$ cat src/rtl/gray_pkg.sv
// Shared Gray-code helpers and constants for the gray_counter slice.
// The conversion functions work on a 32-bit word, so they serve any width up to GRAY_MAX_N.
package gray_pkg;

    localparam int GRAY_DEFAULT_N = 4;
    localparam int GRAY_MAX_N     = 32;

    localparam logic DIR_UP   = 1'b1;
    localparam logic DIR_DOWN = 1'b0;

    typedef logic [GRAY_MAX_N-1:0] gray_word_t;

    function automatic gray_word_t bin_to_gray(input gray_word_t b);
        return b ^ (b >> 1);
    endfunction

    // A zero-extended Gray word decodes correctly because the unused upper bits contribute nothing.
    function automatic gray_word_t gray_to_bin(input gray_word_t g);
        gray_word_t b;
        b = '0;
        for (int i = 0; i < GRAY_MAX_N; i++) begin
            b[i] = ^(g >> i);
        end
        return b;
    endfunction

endpackage

$ cat src/rtl/gray_counter_if.sv
// Control and status bundle between a gray_counter and the logic that drives it.
interface gray_counter_if #(
    parameter int N = gray_pkg::GRAY_DEFAULT_N
);
    logic         en;
    logic         up;
    logic         load;
    logic [N-1:0] load_gray;
    logic [N-1:0] bin;
    logic [N-1:0] gray;
    logic         wrap;

    modport master (
        output en, up, load, load_gray,
        input  bin, gray, wrap
    );

    modport slave (
        input  en, up, load, load_gray,
        output bin, gray, wrap
    );
endinterface

$ cat src/rtl/gray_counter_gray2binary.sv
// Combinational Gray-to-binary decode used on the counter load path.
module gray2binary #(
    parameter int N = 4
) (
    input  logic [N-1:0] gray_i,
    output logic [N-1:0] bin_o
);

    // Each binary bit is the parity of the Gray bits at and above it.
    for (genvar i = 0; i < N; i++) begin : g_bit
        assign bin_o[i] = ^(gray_i >> i);
    end

endmodule

$ cat src/rtl/gray_counter.sv
// Registered N-bit up/down Gray counter with Gray-coded parallel load.
// Define GRAY_CNT_SAT_EN to saturate at the ends instead of wrapping.
module gray_counter
    import gray_pkg::*;
#(
    parameter int N = GRAY_DEFAULT_N
) (
    input  logic           clk,
    input  logic           rst,
    gray_counter_if.slave  bus
);

    localparam logic [N-1:0] CNT_MAX = '1;
    localparam logic [N-1:0] CNT_ONE = N'(1);

    logic [N-1:0] bin_q, bin_d;
    logic [N-1:0] gray_q, gray_d;
    logic         wrap_q, wrap_d;
    logic [N-1:0] load_bin;

    gray2binary #(.N(N)) u_load_dec (
        .gray_i (bus.load_gray),
        .bin_o  (load_bin)
    );

    always_comb begin
        bin_d  = bin_q;
        wrap_d = 1'b0;
        if (bus.load) begin
            bin_d = load_bin;
        end else if (bus.en) begin
            if (bus.up == DIR_UP) begin
                if (bin_q == CNT_MAX) begin
                    wrap_d = 1'b1;
`ifdef GRAY_CNT_SAT_EN
                    bin_d  = bin_q;
`else
                    bin_d  = '0;
`endif
                end else begin
                    bin_d = bin_q + CNT_ONE;
                end
            end else begin
                if (bin_q == '0) begin
                    wrap_d = 1'b1;
`ifdef GRAY_CNT_SAT_EN
                    bin_d  = bin_q;
`else
                    bin_d  = CNT_MAX;
`endif
                end else begin
                    bin_d = bin_q - CNT_ONE;
                end
            end
        end
        // Encode from the next binary value so both views update on the same edge.
        gray_d = N'(bin_to_gray(gray_word_t'(bin_d)));
    end

    always_ff @(posedge clk) begin
        if (rst) begin
            bin_q  <= '0;
            gray_q <= '0;
            wrap_q <= 1'b0;
        end else begin
            bin_q  <= bin_d;
            gray_q <= gray_d;
            wrap_q <= wrap_d;
        end
    end

    assign bus.bin  = bin_q;
    assign bus.gray = gray_q;
    assign bus.wrap = wrap_q;

endmodule

$ cat src/flat_wrapper.sv
// flat-port wrapper written by rule: the top's interface ports become plain ports
module gray_counter_flat import gray_pkg::*;
#(
    parameter int N = GRAY_DEFAULT_N
)
  (clk, rst, bus_en, bus_up, bus_load, bus_load_gray, bus_bin, bus_gray, bus_wrap);
  gray_counter_if #(.N(N)) bus_i ();
  input  logic clk;
  input  logic rst;
  input wire logic [$bits(bus_i.en)-1:0] bus_en;
  input wire logic [$bits(bus_i.up)-1:0] bus_up;
  input wire logic [$bits(bus_i.load)-1:0] bus_load;
  input wire logic [$bits(bus_i.load_gray)-1:0] bus_load_gray;
  output wire logic [$bits(bus_i.bin)-1:0] bus_bin;
  output wire logic [$bits(bus_i.gray)-1:0] bus_gray;
  output wire logic [$bits(bus_i.wrap)-1:0] bus_wrap;
  assign bus_i.en = bus_en;
  assign bus_i.up = bus_up;
  assign bus_i.load = bus_load;
  assign bus_i.load_gray = bus_load_gray;
  assign bus_bin = bus_i.bin;
  assign bus_gray = bus_i.gray;
  assign bus_wrap = bus_i.wrap;
  gray_counter #(.N(N)) u_core (.clk(clk), .rst(rst), .bus(bus_i));
endmodule
$ cat config.mk
export PLATFORM = sky130hd
export DESIGN_NAME = gray_counter_flat
export DESIGN_NICKNAME = d
export VERILOG_FILES = /design/src/rtl/gray_pkg.sv /design/src/rtl/gray_counter_if.sv /design/src/rtl/gray_counter_gray2binary.sv /design/src/rtl/gray_counter.sv /design/src/flat_wrapper.sv
export SDC_FILE = /design/constraint.sdc
export NUM_CORES = 1
export LEC_CHECK = 0
export ABC_AREA = 0
export ABC_CLOCK_PERIOD_IN_PS = 1900
export CAP_MARGIN = 20
export CORE_MARGIN = 2
export CORE_UTILIZATION = 30
export CTS_CLUSTER_DIAMETER = 60
export CTS_CLUSTER_SIZE = 25
export DETAILED_ROUTE_END_ITERATION = 8
export SYNTH_ARGS = -nofsm -noshare
export SYNTH_HDL_FRONTEND = slang
export SYNTH_SLANG_ARGS = --single-unit
$ cat constraint.sdc
create_clock -name clk -period 1.9 [get_ports clk]
set_input_delay 0.19 -clock clk [delete_from_list [all_inputs] [get_ports clk]]
set_output_delay 0.19 -clock clk [all_outputs]
set_load 0.01 [all_outputs]
# After elaboration in Yosys (flattened, before gate mapping)
# Index checks and enable logic that the tools add are counted.
[word_totals] reg_bits=9 input_bits=9 out_inout_bits=9 wordCells=22
[op_classes] add_sub_neg=2 n_eq_ne=1 mux=8 bitwise=2 reduce_logical=6
[ops] operator="two-way mux 4 bit" count=5
[ops] operator="XOR reduction 4 bit" count=4
[ops] operator="adder 4 x 1 -> 4 bit, second input constant" count=1
[ops] operator="equality test 4 bit, second input constant" count=1
[ops] operator="zero test 4 bit" count=1
[ops] operator="subtractor 4 x 1 -> 4 bit, second input constant" count=1
[ops] operator="XOR 4 x 3 -> 4 bit" count=1
[ops] operator="two-way mux 1 bit" count=3
[ops] operator="OR reduction 3 bit" count=1
[ops] operator="inverter 1 bit" count=1

# Depth between registers and ports, before layout
[depth] depth_word=6 depth_mapped=7 ltp_nobuf=7

# Cells and area by module
# A second synthesis with hierarchy kept.
[unflattened] hier_cells=63 hier_area_um2=535.5
[modules_own_cells] module="gray_counter" instances=1 cells_each=58 area_per_inst_um2=485.5 seq_area_each_um2=160.2
[modules_own_cells] module="gray2binary" instances=1 cells_each=5 area_per_inst_um2=50.0 seq_area_each_um2=0.0

# Worst setup path after synthesis
# OpenSTA, ideal clock, no wires.
[synth_timing] path_type="register -> register" startpoint="register u_core.bin_q[0] (netlist: u_core.bus.bin[0])" endpoint="register u_core.gray_q[2] (netlist: u_core.bus.gray[2])" setup_time_ns=0.121 arrival_time_ns=1.699 required_time_ns=1.779 setup_slack_ns=0.081 stages_incl_launch_ff=8 n_path_buf=0 period_less_slack_ns=1.819 cell_sequence="dfxtp_1 inv_2 ha_1 mux2_4 a211o_1 nand3_1 nor2_1 mux2_2"
[synth_via] elab_chain_cells=6 word_cells_on_any_way=10 classes_between="add/sub (2); eq/ne (1); mux (5); bitwise (1); reduce/logical (1)"
[synth_rtl] element="start: declaration" line="gray_counter.sv:16" source="logic [N-1:0] bin_q, bin_d;"
[synth_rtl] element="start signal: assignment" line="gray_counter.sv:66" source="bin_q <= bin_d;"
[synth_rtl] element="subtractor 4 x 1 -> 4 bit, or another cell as far along" line="gray_counter.sv:52" source="bin_d = bin_q - CNT_ONE;"
[synth_rtl] element="two-way mux 4 bit, on equally long branches" line="gray_counter.sv:44, gray_counter.sv:33"
[synth_rtl] element="two-way mux 4 bit (*)" line="gray_counter.sv:32" source="if (bus.up == DIR_UP) begin"
[synth_rtl] element="two-way mux 4 bit (*)" line="gray_counter.sv:31" source="end else if (bus.en) begin"
[synth_rtl] element="two-way mux 4 bit (*)" line="gray_counter.sv:29" source="if (bus.load) begin"
[synth_rtl] element="XOR 4 x 3 -> 4 bit (*)" line="gray_pkg.sv:14" source="return b ^ (b >> 1);"
[synth_rtl] element="end signal: assignment" line="gray_counter.sv:67" source="gray_q <= gray_d;"
[synth_rtl] element="end: declaration" line="gray_counter.sv:17" source="logic [N-1:0] gray_q, gray_d;"
# Every way passes the cells marked *; elsewhere a longest branch is shown, timed or not.
# A chain may end at the register's enable or synchronous reset.

# Final worst setup path
[layout_timing] startpoint="register u_core.bin_q[1] (netlist: u_core.bus.bin[1])" endpoint="register u_core.gray_q[2] (netlist: u_core.bus.gray[2])"
# The elaborated chain is that of the path after synthesis.

==> results by group <==
Synth
  • Post-synthesis mux area share: 6.81%
  • Synth Area in Simple Gates: between 10% and 20%
  • Largest family of logic cells by synthesized area: compound AO/OA/AOI/OAI gates
  • Post-Syn Area per Cell: ~8.6 um^2
  • Post-synthesis adder-cell area fraction: between 4 and 5%
  • Ys async rst share: 0%
  • YS warnings: 0
  • FF+latch count, synth: 8
  • Post-synthesis compound-gate area fraction: 18.5%
  • Synth unique cells: 30
  • Seq/Total Area, Yosys: 30.0%
  • Main synth FF type: dfxtp_1
  • Synthesized Nets: 73
  • Post-synthesis cell count: 62
  • Xor/xnor share of the synthesized area: between 10% and 20%
  • Post-synth EDFFs: 0
  • Syn Std Cell Area: between 500 and 600 um^2

Timing
  • Maximum operating frequency: roughly 0.56 GHz
  • Final setup vio count: 0
  • Final worst path period share: just over 90%
  • Post-route setup TNS: 0 ns
  • Worst Tran Pin Value: about 0.32 ns
  • Worst slew margin: between 70% and 80%
  • RSZ-0062 raised after global routing: false
  • Setup WS post-layout: between 0.1 and 0.15 ns
  • Fin crit period: between 1.5 and 2 ns
  • Final Skew: between 0.00015 and 0.0002 ns
  • Final Max Slew Viols: 0
  • Final Hold Vio Count: 0

Route
  • Drt via density: slightly above 5
  • DR pass1 iterations: 4
  • Residual DRC count: 0
  • Routed WL: between 1 and 1.5 mm
  • Number of DRC markers in iteration 0: 5
  • WL/cell: about 12 um
  • Via count: a little over 500
  • Final ANT Viol Nets: 0

Clocking
  • H-tree depth: 1
  • CTS root buffer: clkbuf_4
  • # Post-CTS Setup Buffers: 0
  • Clock-pin slew on the worst setup and hold paths: approximately 0.05 ns
  • Sink Count: 8
  • Hold buffers post-CTS: 0
  • Num CTS Buffers: 3
  • CTS tree: yes
  • Clock Latency Late Sink: ~0.24 ns
  • Clock Path Buffers: 2

Min path
  • Hold_sp: rst
  • WHS Endpoint: u_core.bus.gray[3]
  • Min-delay worst type: in2reg
  • Hold Path Stages: 2

GRT
  • Met3 Use GR: under 10%
  • Initial antenna violation count: 0
  • First-pass GRT wire length: 2.04 mm
  • Vias in the first global route: 511
  • Largest net degree at the start of global routing: 11
  • Grt total ovfl: 0
  • Met1 GRT Util: about 15%
  • Routing usage on met2: 23.1%
  • Gr usage total: between 10% and 20%
  • Top Usage Layer GRT: met2

Placement
  • DP HPWL: approximately 980 um
  • IO Port Bufs: 17
  • Pre-CTS WS: approximately 0.063 ns
  • Area after DPL: approximately 750 um^2
  • GPL Wtd Cong: between 0.7 and 0.8

Cells and area
  • P&R area growth vs syn: 44.6%
  • Fraction of layout cells with a size suffix above 1: between 10% and 20%
  • Nets: 98
  • Fillers: roughly 170
  • Total inserted antenna cells: 0
  • Final Instance Area: between 700 and 800 um^2

Setup path
  • Crit path cell chain: inv_1 > ha_1 > mux2_4 > a211o_1 > nand3_1 > nor2_1 > mux2_2
  • CP startpoint: u_core.bus.bin[1]
  • Setup crit end kind: flop
  • Cells on worst reg2reg path: 7
  • Startpoint types: flop
  • Family with the most delay on the worst path: multiplexers
  • R2r setup slk: between 0.1 and 0.15 ns
  • CP required: about 2.0 ns
  • WS Path Type: reg2reg
  • Crit path largest cell delay: roughly 0.35 ns
  • R2r endpoint: u_core.bus.gray[2]
  • CP max FO: 4
  • CP max stage cell: dfxtp_2
  • CP Buf/Inv Count: 1
  • CP Data Arrival Time: about 1.9 ns
  • Reg2reg start: u_core.bus.bin[1]

Floorplanning
  • Row cnt: 15
  • Die ar.: 2130 um^2
  • Die height: approximately 46 um
  • Initial Util: around a third
  • Core area: roughly 1700 um^2
  • Die X: about 46 um
  • # IOs: 18

Run
  • Max Cap Viol: 0

Pwr
  • VDD IR max: ~0.00029 V
  • Final Total Pwr: about 0.55 mW
  • Cell Pwr Density: just over 700 nW/um^2
  • Leak pwr: between 0.3 and 0.4 nW

Status
  • Status: finished, final reports clean
[final cells by class]
| class | instances | area [um^2] | area share (%) |
|---|---|---|---|
| multi-input cells | 46 | 327 | 42.4 |
| repair buffers | 24 | 223 | 28.9 |
| flip-flops and latches | 8 | 163 | 21.1 |
| clock buffers | 3 | 22.5 | 2.92 |
| well taps | 17 | 21.3 | 2.76 |
| inverters | 4 | 15.0 | 1.95 |
[through the flow]
| step | util (%) | hold WS [ns] | std cells |
|---|---|---|---|
| 6_report | 45.6 | 0.666 | 102 |
| 5_1_grt | 45.6 | 0.680 | 102 |
| 4_1_cts | 45.5 | 0.663 | 102 |
| 3_5_place_dp | 44.1 | 0.682 | 99 |
| 3_3_place_gp | 44.1 | 0.697 | 99 |
| 2_1_floorplan | - | 0.353 | 62 |
[power breakdown]
part | switching, mW | internal, mW
combinational | 0.0927 | 0.126
clock | 0.0522 | 0.0719
sequential | 0.0144 | 0.189
[state kept, by name (all words and copies together), names as in the netlist]
name	count
u_core.bus.bin	3
u_core.bus.gray	4
u_core.bus.wrap	1
[cell usage in the layout (no fill, tap or decap), types with 2 or more instances in the layout]
| cell type | count |
|---|---|
| a31oi_1 | 3 |
| buf_4 | 7 |
| nand3_1 | 3 |
| inv_1 | 3 |
| nor3b_1 | 2 |
| dfxtp_2 | 2 |
| o21ai_1 | 2 |
| nor2_1 | 8 |
| clkbuf_4 | 3 |
| clkdlybuf4s50_1 | 17 |
| ha_1 | 2 |
| xnor2_1 | 3 |
| xor2_1 | 2 |
| a21oi_1 | 4 |
| dfxtp_1 | 6 |
| nand2b_1 | 2 |
| nand2_1 | 2 |
[metal layers]
metal | vias to the layer above | share of wire, % | routed length, um
met3 | 2 | 3.1 | 38
met1 | 228 | 44 | 535
met2 | 18 | 52 | 633
met4 | 0 | 1.7 | 21
met5 | - | 0 | 0
li1 | 265 | - | -
[worst max-delay path by stage]
stage	slack (ns)	end	cells past startpoint
after floorplan	0.08	u_core.bus.gray[2]	7
after global placement	0.03	u_core.bus.gray[0]	7
after detailed placement	0.06	u_core.bus.gray[2]	6
after CTS	0.08	u_core.bus.gray[2]	7
after global routing	0.03	u_core.bus.gray[2]	7
final	0.13	u_core.bus.gray[2]	7
[synth_stat cells (3+ instances only)]
library cell | instances | area share [%]
inv_1 | 3 | 2.1
a31oi_1 | 3 | 3.5
nor2_1 | 8 | 5.6
nand3_1 | 3 | 2.8
a21oi_1 | 4 | 3.8
dfxtp_1 | 8 | 30
xnor2_1 | 3 | 4.9
[kinds of logic after synthesis]
kind of cell,count (synthesis)
xor gates and xnor gates,6
DFF,8
muxes,3
adders and majority gates,2
and+or+nand+nor,20
buffers and inverters,8
AOI/OAI and AO/OA,15
[what timing repair did]
item / in CTS / in global routing
setup endpoints to repair: 0 / 2
gates resized for setup: 0 / 2
hold endpoints to repair: 0 / 0
No activity file was read; power rests on OpenSTA's default activity.
